## config.mk

```make
export PLATFORM = sky130hd
export DESIGN_NAME = cpu4_sequencer
export DESIGN_NICKNAME = d
export VERILOG_FILES = /design/src/rtl/cpu4_pkg.sv /design/src/rtl/cpu4_decode.sv /design/src/rtl/cpu4_sequencer.sv
export SDC_FILE = /design/constraint.sdc
export NUM_CORES = 1
export LEC_CHECK = 0
export BUFFER_PORTS_ARGS = -buffer_cell sky130_fd_sc_hd__buf_2
export CAP_MARGIN = 20
export CELL_PAD_IN_SITES_DETAIL_PLACEMENT = 2
export CELL_PAD_IN_SITES_GLOBAL_PLACEMENT = 2
export CORE_ASPECT_RATIO = 0.6
export CORE_MARGIN = 2
export CORE_UTILIZATION = 33
export CTS_CLUSTER_SIZE = 10
export DETAILED_ROUTE_END_ITERATION = 6
export PLACE_DENSITY_LB_ADDON = 0.1
export SLEW_MARGIN = 20
export SYNTH_ARGS = -nofsm -noshare
export SYNTH_HDL_FRONTEND = slang
export SYNTH_SLANG_ARGS = --single-unit
```

## constraint.sdc

```tcl
create_clock -name clk -period 3 [get_ports clk]
set_input_delay 0.15 -clock clk [delete_from_list [all_inputs] [get_ports clk]]
set_output_delay 0.15 -clock clk [all_outputs]
set_load 0.01 [all_outputs]
```

## src/rtl/cpu4_pkg.sv

```systemverilog
// rtl/cpu4_pkg.sv - shared opcodes, ALU ops, FSM states and decode bundle for the 4-bit CPU
package cpu4_pkg;

  localparam logic [3:0] OP_NOP  = 4'h0;
  localparam logic [3:0] OP_LDI  = 4'h1;
  localparam logic [3:0] OP_ADDI = 4'h2;
  localparam logic [3:0] OP_CMPI = 4'h3;
  localparam logic [3:0] OP_ROLI = 4'h4;
  localparam logic [3:0] OP_JMP  = 4'h5;
  localparam logic [3:0] OP_JZ   = 4'h6;
  localparam logic [3:0] OP_JC   = 4'h7;
  localparam logic [3:0] OP_JS   = 4'h8;
  localparam logic [3:0] OP_OUT  = 4'h9;
  localparam logic [3:0] OP_HALT = 4'hF;

  localparam logic [1:0] ALU_CMP = 2'b00;
  localparam logic [1:0] ALU_ROL = 2'b10;
  localparam logic [1:0] ALU_ADD = 2'b11;

  typedef enum logic [2:0] {
    ST_IDLE,
    ST_FETCH,
    ST_DECODE,
    ST_EXEC,
    ST_OUTW,
    ST_HALT
  } state_t;

  typedef enum logic [1:0] {
    JC_ALWAYS,
    JC_Z,
    JC_C,
    JC_S
  } jcond_t;

  typedef struct packed {
    logic [1:0] alu_op;
    logic       acc_we;
    logic       acc_from_imm;
    logic       flag_we;
    logic       clr_c;
    logic       is_jump;
    jcond_t     jump_cond;
    logic       is_out;
    logic       is_halt;
  } decode_t;

  function automatic logic [3:0] pc_inc(input logic [3:0] p);
    return p + 4'd1;
  endfunction

endpackage

```

## src/rtl/cpu4_decode.sv

```systemverilog
// rtl/cpu4_decode.sv - combinational opcode decoder for the 4-bit CPU sequencer
module cpu4_decode
  import cpu4_pkg::*;
(
  input  logic [3:0] opcode,
  output decode_t    dec
);

  always_comb begin
    dec              = '0;
    dec.alu_op       = ALU_ADD;
    dec.jump_cond    = JC_ALWAYS;
    case (opcode)
      OP_LDI: begin
        dec.acc_we       = 1'b1;
        dec.acc_from_imm = 1'b1;
      end
      OP_ADDI: begin
        dec.alu_op  = ALU_ADD;
        dec.acc_we  = 1'b1;
        dec.flag_we = 1'b1;
      end
      OP_CMPI: begin
        dec.alu_op  = ALU_CMP;
        dec.flag_we = 1'b1;
      end
      OP_ROLI: begin
        // Rotation carries nothing meaningful out, so C is forced clear.
        dec.alu_op  = ALU_ROL;
        dec.acc_we  = 1'b1;
        dec.flag_we = 1'b1;
        dec.clr_c   = 1'b1;
      end
      OP_JMP: begin
        dec.is_jump   = 1'b1;
        dec.jump_cond = JC_ALWAYS;
      end
      OP_JZ: begin
        dec.is_jump   = 1'b1;
        dec.jump_cond = JC_Z;
      end
      OP_JC: begin
        dec.is_jump   = 1'b1;
        dec.jump_cond = JC_C;
      end
      OP_JS: begin
        dec.is_jump   = 1'b1;
        dec.jump_cond = JC_S;
      end
      OP_OUT:  dec.is_out  = 1'b1;
      OP_HALT: dec.is_halt = 1'b1;
      default: ;
    endcase
  end

endmodule

```

## src/rtl/cpu4_sequencer.sv

```systemverilog
// rtl/cpu4_sequencer.sv - fetch/decode/execute controller owning ACC, PC, IR and flags
module cpu4_sequencer #(
  parameter logic [3:0] RESET_PC = 4'h0
) (
  input  logic       clk,
  input  logic       rst,
  input  logic       run,
  output logic [3:0] rom_addr,
  input  logic [7:0] rom_data,
  output logic [3:0] alu_a,
  output logic [3:0] alu_b,
  output logic [1:0] alu_op,
  input  logic [3:0] alu_r,
  input  logic       alu_cf,
  input  logic       alu_sf,
  input  logic       alu_zf,
  output logic [3:0] acc,
  output logic       flag_c,
  output logic       flag_s,
  output logic       flag_z,
  output logic [3:0] pc,
  output logic [3:0] out_data,
  output logic       out_valid,
  input  logic       out_ready,
  output logic       halted
);
  import cpu4_pkg::*;

  state_t     state_q, state_d;
  logic [3:0] pc_q, pc_d;
  logic [7:0] ir_q, ir_d;
  logic [3:0] acc_q, acc_d;
  logic       c_q, c_d;
  logic       s_q, s_d;
  logic       z_q, z_d;
  logic [3:0] out_data_q, out_data_d;
  logic       jump_taken;
  decode_t    dec;

  cpu4_decode u_decode (
    .opcode (ir_q[7:4]),
    .dec    (dec)
  );

  assign rom_addr  = pc_q;
  assign alu_a     = acc_q;
  assign alu_b     = ir_q[3:0];
  assign acc       = acc_q;
  assign flag_c    = c_q;
  assign flag_s    = s_q;
  assign flag_z    = z_q;
  assign pc        = pc_q;
  assign out_data  = out_data_q;
  assign out_valid = (state_q == ST_OUTW);
  assign halted    = (state_q == ST_HALT);

  always_comb begin
    jump_taken = 1'b0;
    case (dec.jump_cond)
      JC_ALWAYS: jump_taken = dec.is_jump;
      JC_Z:      jump_taken = dec.is_jump & z_q;
      JC_C:      jump_taken = dec.is_jump & c_q;
      JC_S:      jump_taken = dec.is_jump & s_q;
      default:   jump_taken = 1'b0;
    endcase
  end

  always_comb begin
    state_d    = state_q;
    pc_d       = pc_q;
    ir_d       = ir_q;
    acc_d      = acc_q;
    c_d        = c_q;
    s_d        = s_q;
    z_d        = z_q;
    out_data_d = out_data_q;
    alu_op     = ALU_ADD;
    case (state_q)
      ST_IDLE: begin
        if (run) state_d = ST_FETCH;
      end
      ST_FETCH: begin
        pc_d    = pc_inc(pc_q);
        state_d = ST_DECODE;
      end
      ST_DECODE: begin
        // The ROM registered the FETCH address, so its word is valid now.
        ir_d    = rom_data;
        state_d = ST_EXEC;
      end
      ST_EXEC: begin
        alu_op = dec.alu_op;
        if (dec.acc_we) acc_d = dec.acc_from_imm ? ir_q[3:0] : alu_r;
        if (dec.flag_we) begin
          c_d = dec.clr_c ? 1'b0 : alu_cf;
          s_d = alu_sf;
          z_d = alu_zf;
        end
        if (jump_taken) pc_d = ir_q[3:0];
        if (dec.is_out) begin
          out_data_d = acc_q;
          state_d    = ST_OUTW;
        end else if (dec.is_halt) begin
          state_d = ST_HALT;
        end else begin
          state_d = ST_FETCH;
        end
      end
      ST_OUTW: begin
        if (out_ready) state_d = ST_FETCH;
      end
      ST_HALT: state_d = ST_HALT;
      default: state_d = ST_IDLE;
    endcase
  end

  always_ff @(posedge clk or posedge rst) begin
    if (rst) begin
      state_q    <= ST_IDLE;
      pc_q       <= RESET_PC;
      ir_q       <= 8'h00;
      acc_q      <= 4'h0;
      c_q        <= 1'b0;
      s_q        <= 1'b0;
      z_q        <= 1'b0;
      out_data_q <= 4'h0;
    end else begin
      state_q    <= state_d;
      pc_q       <= pc_d;
      ir_q       <= ir_d;
      acc_q      <= acc_d;
      c_q        <= c_d;
      s_q        <= s_d;
      z_q        <= z_d;
      out_data_q <= out_data_d;
    end
  end

endmodule

```

==> metrics <==
run status=finished clean; synthesized area per cell=11.60 um^2; width of the die=91.59 um; power density cells=1165 mW/mm^2; Core Box Area=0.004493 mm^2; fraction of final layout cells sized beyond drive strength 1=0.5389; highest-delay cell along the critical path=sky130_fd_sc_hd__dfrtp_1; worst setup path category=reg2reg; Highest Clock Rate=527.9 MHz; final critical delay including setup and external delays=1894 ps; Ports=50; EDFF count, synth=0; initial antenna violation count=0; IR drop worst, VDD=0.0003879 V; initial core utilization=0.3381; overall power of the completed layout=2.077 mW; dpl hpwl=2.877 mm; crit-path max FO=11; async set or reset register ratio after synthesis=1.000; number of buffers added on ports=49; remaining antenna violation count after routing=0; maximum number of pins on one net before global-route repair=27; sum of routed wire length over all layers=3.795 mm; Slew @ Worst Pin=575.8 ps; Clock H-tree levels=1; clock slew at the register clock pins of the worst setup and hold paths=100 ps; Yosys Warn Count=0; leakage component of the power=0.8315 nW; Final Max Tran Viols=0; floorplan die area=0.005179 mm^2; last weighted congestion value of the routability-driven placer=0.6657; via count=1,108; clock root buffer master=sky130_fd_sc_hd__clkbuf_8; die outline height=56.55 um; critical path, cell by cell=nor3b_2, and2b_1, mux2_2, mux2_2; Crit path arrival time=2070 ps; number of violations of the max-capacitance limit=0; number of hold violations in the final report=0; final routed DRC violation total=0; Syn Inst Count=131; Syn Nets=151; sequential area share after synthesis=0.4283; clock tree from TritonCTS=built; wire length of the first global-routing pass=6.092 mm; routed len/inst=16.50 um; setup slack after layout=1106 ps; TritonRoute pass-1 iters=4; Critical Path Source Type=flip-flop; worst skew pair latency=280 ps; worst setup slack after placement=1120 ps; Required @ worst endpoint=3170 ps; endpoints failing setup=0; leftover overflow at the end of global routing=0; netlist area before placement=0.001519 mm^2; CTS sink count=26; buffer depth of the longest clock path=2; vias in the first global route=1,183; kind of capture point of the worst setup path=flip-flop; portion of the clock cycle consumed by the worst path in the final layout=0.6314; CTS Hold Bufs=0; Placement Rows=19; number of violations reported at the end of detailed-routing iteration 0=67; kind of path behind the tightest hold check=in2reg; total routing usage reported by global routing=0.1523; number of storage elements in the synthesis netlist=26; total clock buffers created by CTS=3; layout filler cell count=487; cell repeated most along the worst path=sky130_fd_sc_hd__mux2_2; number of library cell types mapped by synthesis=40; worst slew margin relative to its limit=0.6156; diodes inserted=0; skew final=7.975 ps; unrepaired setup endpoints after global routing=no; Placed Area=0.001702 mm^2; growth of design area from synthesis to finish=17.38%; Final Net Count=188; Total Negative Setup Slacks=0 ps; most instantiated flip-flop cell in the synthesis netlist=sky130_fd_sc_hd__dfrtp_1; cts repair resizes=0; post-route standard cell area excluding fillers=0.001783 mm^2; Max stage delay on crit path=640 ps; Via-to-Cell Ratio=4.817; buffers inserted during post-CTS setup optimization=0
## kinds of logic (layout without fill, tap and decap cells)
group,after synthesis,in the layout,share of synthesized area
and+or+nand+nor,34,34,0.1400
muxes,26,26,0.1944
DFF,26,26,0.4283
buffers and inverters,23,59,0.1054
AOI/OAI and AO/OA,18,18,0.1063
xor gates and xnor gates,3,3,0.01730
adders and majority gates,1,1,0.008236
## power by group
part | internal [mW] | switching [mW] | total (mW)
clock | 0.179 | 0.119 | 0.298
combinational | 0.519 | 0.469 | 0.989
sequential | 0.518 | 0.272 | 0.790
total | 1.22 | 0.861 | 2.08
## Yosys cell counts (2+ instances only)
cell type | n | area [um^2]
sky130_fd_sc_hd__buf_6 | 3 | 33.78
sky130_fd_sc_hd__o21ai_2 | 2 | 17.52
sky130_fd_sc_hd__buf_2 | 2 | 10.01
sky130_fd_sc_hd__o21ai_0 | 2 | 10.01
sky130_fd_sc_hd__nand4_1 | 2 | 12.51
sky130_fd_sc_hd__nor2_1 | 11 | 41.29
sky130_fd_sc_hd__dfrtp_1 | 26 | 650.6
sky130_fd_sc_hd__nor2b_1 | 2 | 12.51
sky130_fd_sc_hd__mux2_2 | 24 | 270.3
sky130_fd_sc_hd__buf_4 | 13 | 97.59
sky130_fd_sc_hd__xnor2_1 | 3 | 26.28
sky130_fd_sc_hd__inv_1 | 5 | 18.77
sky130_fd_sc_hd__nand2_1 | 5 | 18.77
sky130_fd_sc_hd__a21oi_1 | 2 | 10.01
sky130_fd_sc_hd__and4bb_2 | 2 | 25.02
sky130_fd_sc_hd__nor3b_2 | 2 | 25.02
sky130_fd_sc_hd__o221ai_1 | 2 | 17.52
## sequential cells by signal, indices dropped and copies added (netlist names)
register,count
out_data,4
flag_s,1
pc,4
state_q,3
ir_q,8
acc,4
flag_z,1
flag_c,1
## metal layers
metal | global-route usage | share of wire | vias to the layer above
li1 | - | - | 522
met1 | 0.2076 | 0.48 | 559
met2 | 0.2437 | 0.47 | 25
met3 | 0.04161 | 0.041 | 2
met4 | 0.03247 | 0.0055 | 0
met5 | 0 | 0 | -
## layout make-up
type                       instances  area (um^2)  share of cell area
multi-input combinational         82        708.2              0.3972
sequential                        26        650.6              0.3649
timing repair buffer              50        255.2              0.1432
tap                               63        78.83             0.04421
clock buffer                       3        41.29             0.02316
clock inverter                     1        30.03             0.01684
inverter                           5        18.77             0.01053
## stage by stage
stage	std cells	utilization	hold slack (ps)
after CTS	229	0.3946	94.61
after global placement	225	0.3787	381.7
after detailed placement	225	0.3787	390.7
after global routing	230	0.3968	98.22
final	230	0.3968	97.92
after floorplan	131	-	190.0
## cell usage in the layout (no fill, tap or decap), types with 2 or more instances in the layout
| cell type | count |
|---|---|
| sky130_fd_sc_hd__buf_2 | 49 |
| sky130_fd_sc_hd__dfrtp_1 | 26 |
| sky130_fd_sc_hd__mux2_2 | 24 |
| sky130_fd_sc_hd__nor2_1 | 11 |
| sky130_fd_sc_hd__nand2_1 | 5 |
| sky130_fd_sc_hd__inv_1 | 4 |
| sky130_fd_sc_hd__xnor2_1 | 3 |
| sky130_fd_sc_hd__clkbuf_8 | 3 |
| sky130_fd_sc_hd__nor3b_2 | 2 |
| sky130_fd_sc_hd__a21oi_1 | 2 |
| sky130_fd_sc_hd__o221ai_1 | 2 |
| sky130_fd_sc_hd__o21ai_2 | 2 |
| sky130_fd_sc_hd__nor2b_1 | 2 |
| sky130_fd_sc_hd__and4bb_2 | 2 |
| sky130_fd_sc_hd__nand4_1 | 2 |
| sky130_fd_sc_hd__o21ai_0 | 2 |
## critical path, delay by kind of cell (launching register included)
family / cells / cell delay (ps)
flops: 1 / 640
mux: 2 / 610
simple gates: 2 / 550
## path summary, 6_finish.rpt
path | start | to | slack (ps) | cells after the start
max | ir_q[4] | acc[2] | 1110 | 4
min | alu_zf | flag_z | 100 | 2
max reg2reg | ir_q[4] | acc[2] | 1110 | 4
min reg2reg | out_data[2] | out_data[2] | 510 | 1
max in group asynchronous | rst | ir_q[3] | 2130 | 3
min in group asynchronous | rst | out_data[0] | 480 | 3
No activity file was read; power rests on OpenSTA's default activity.
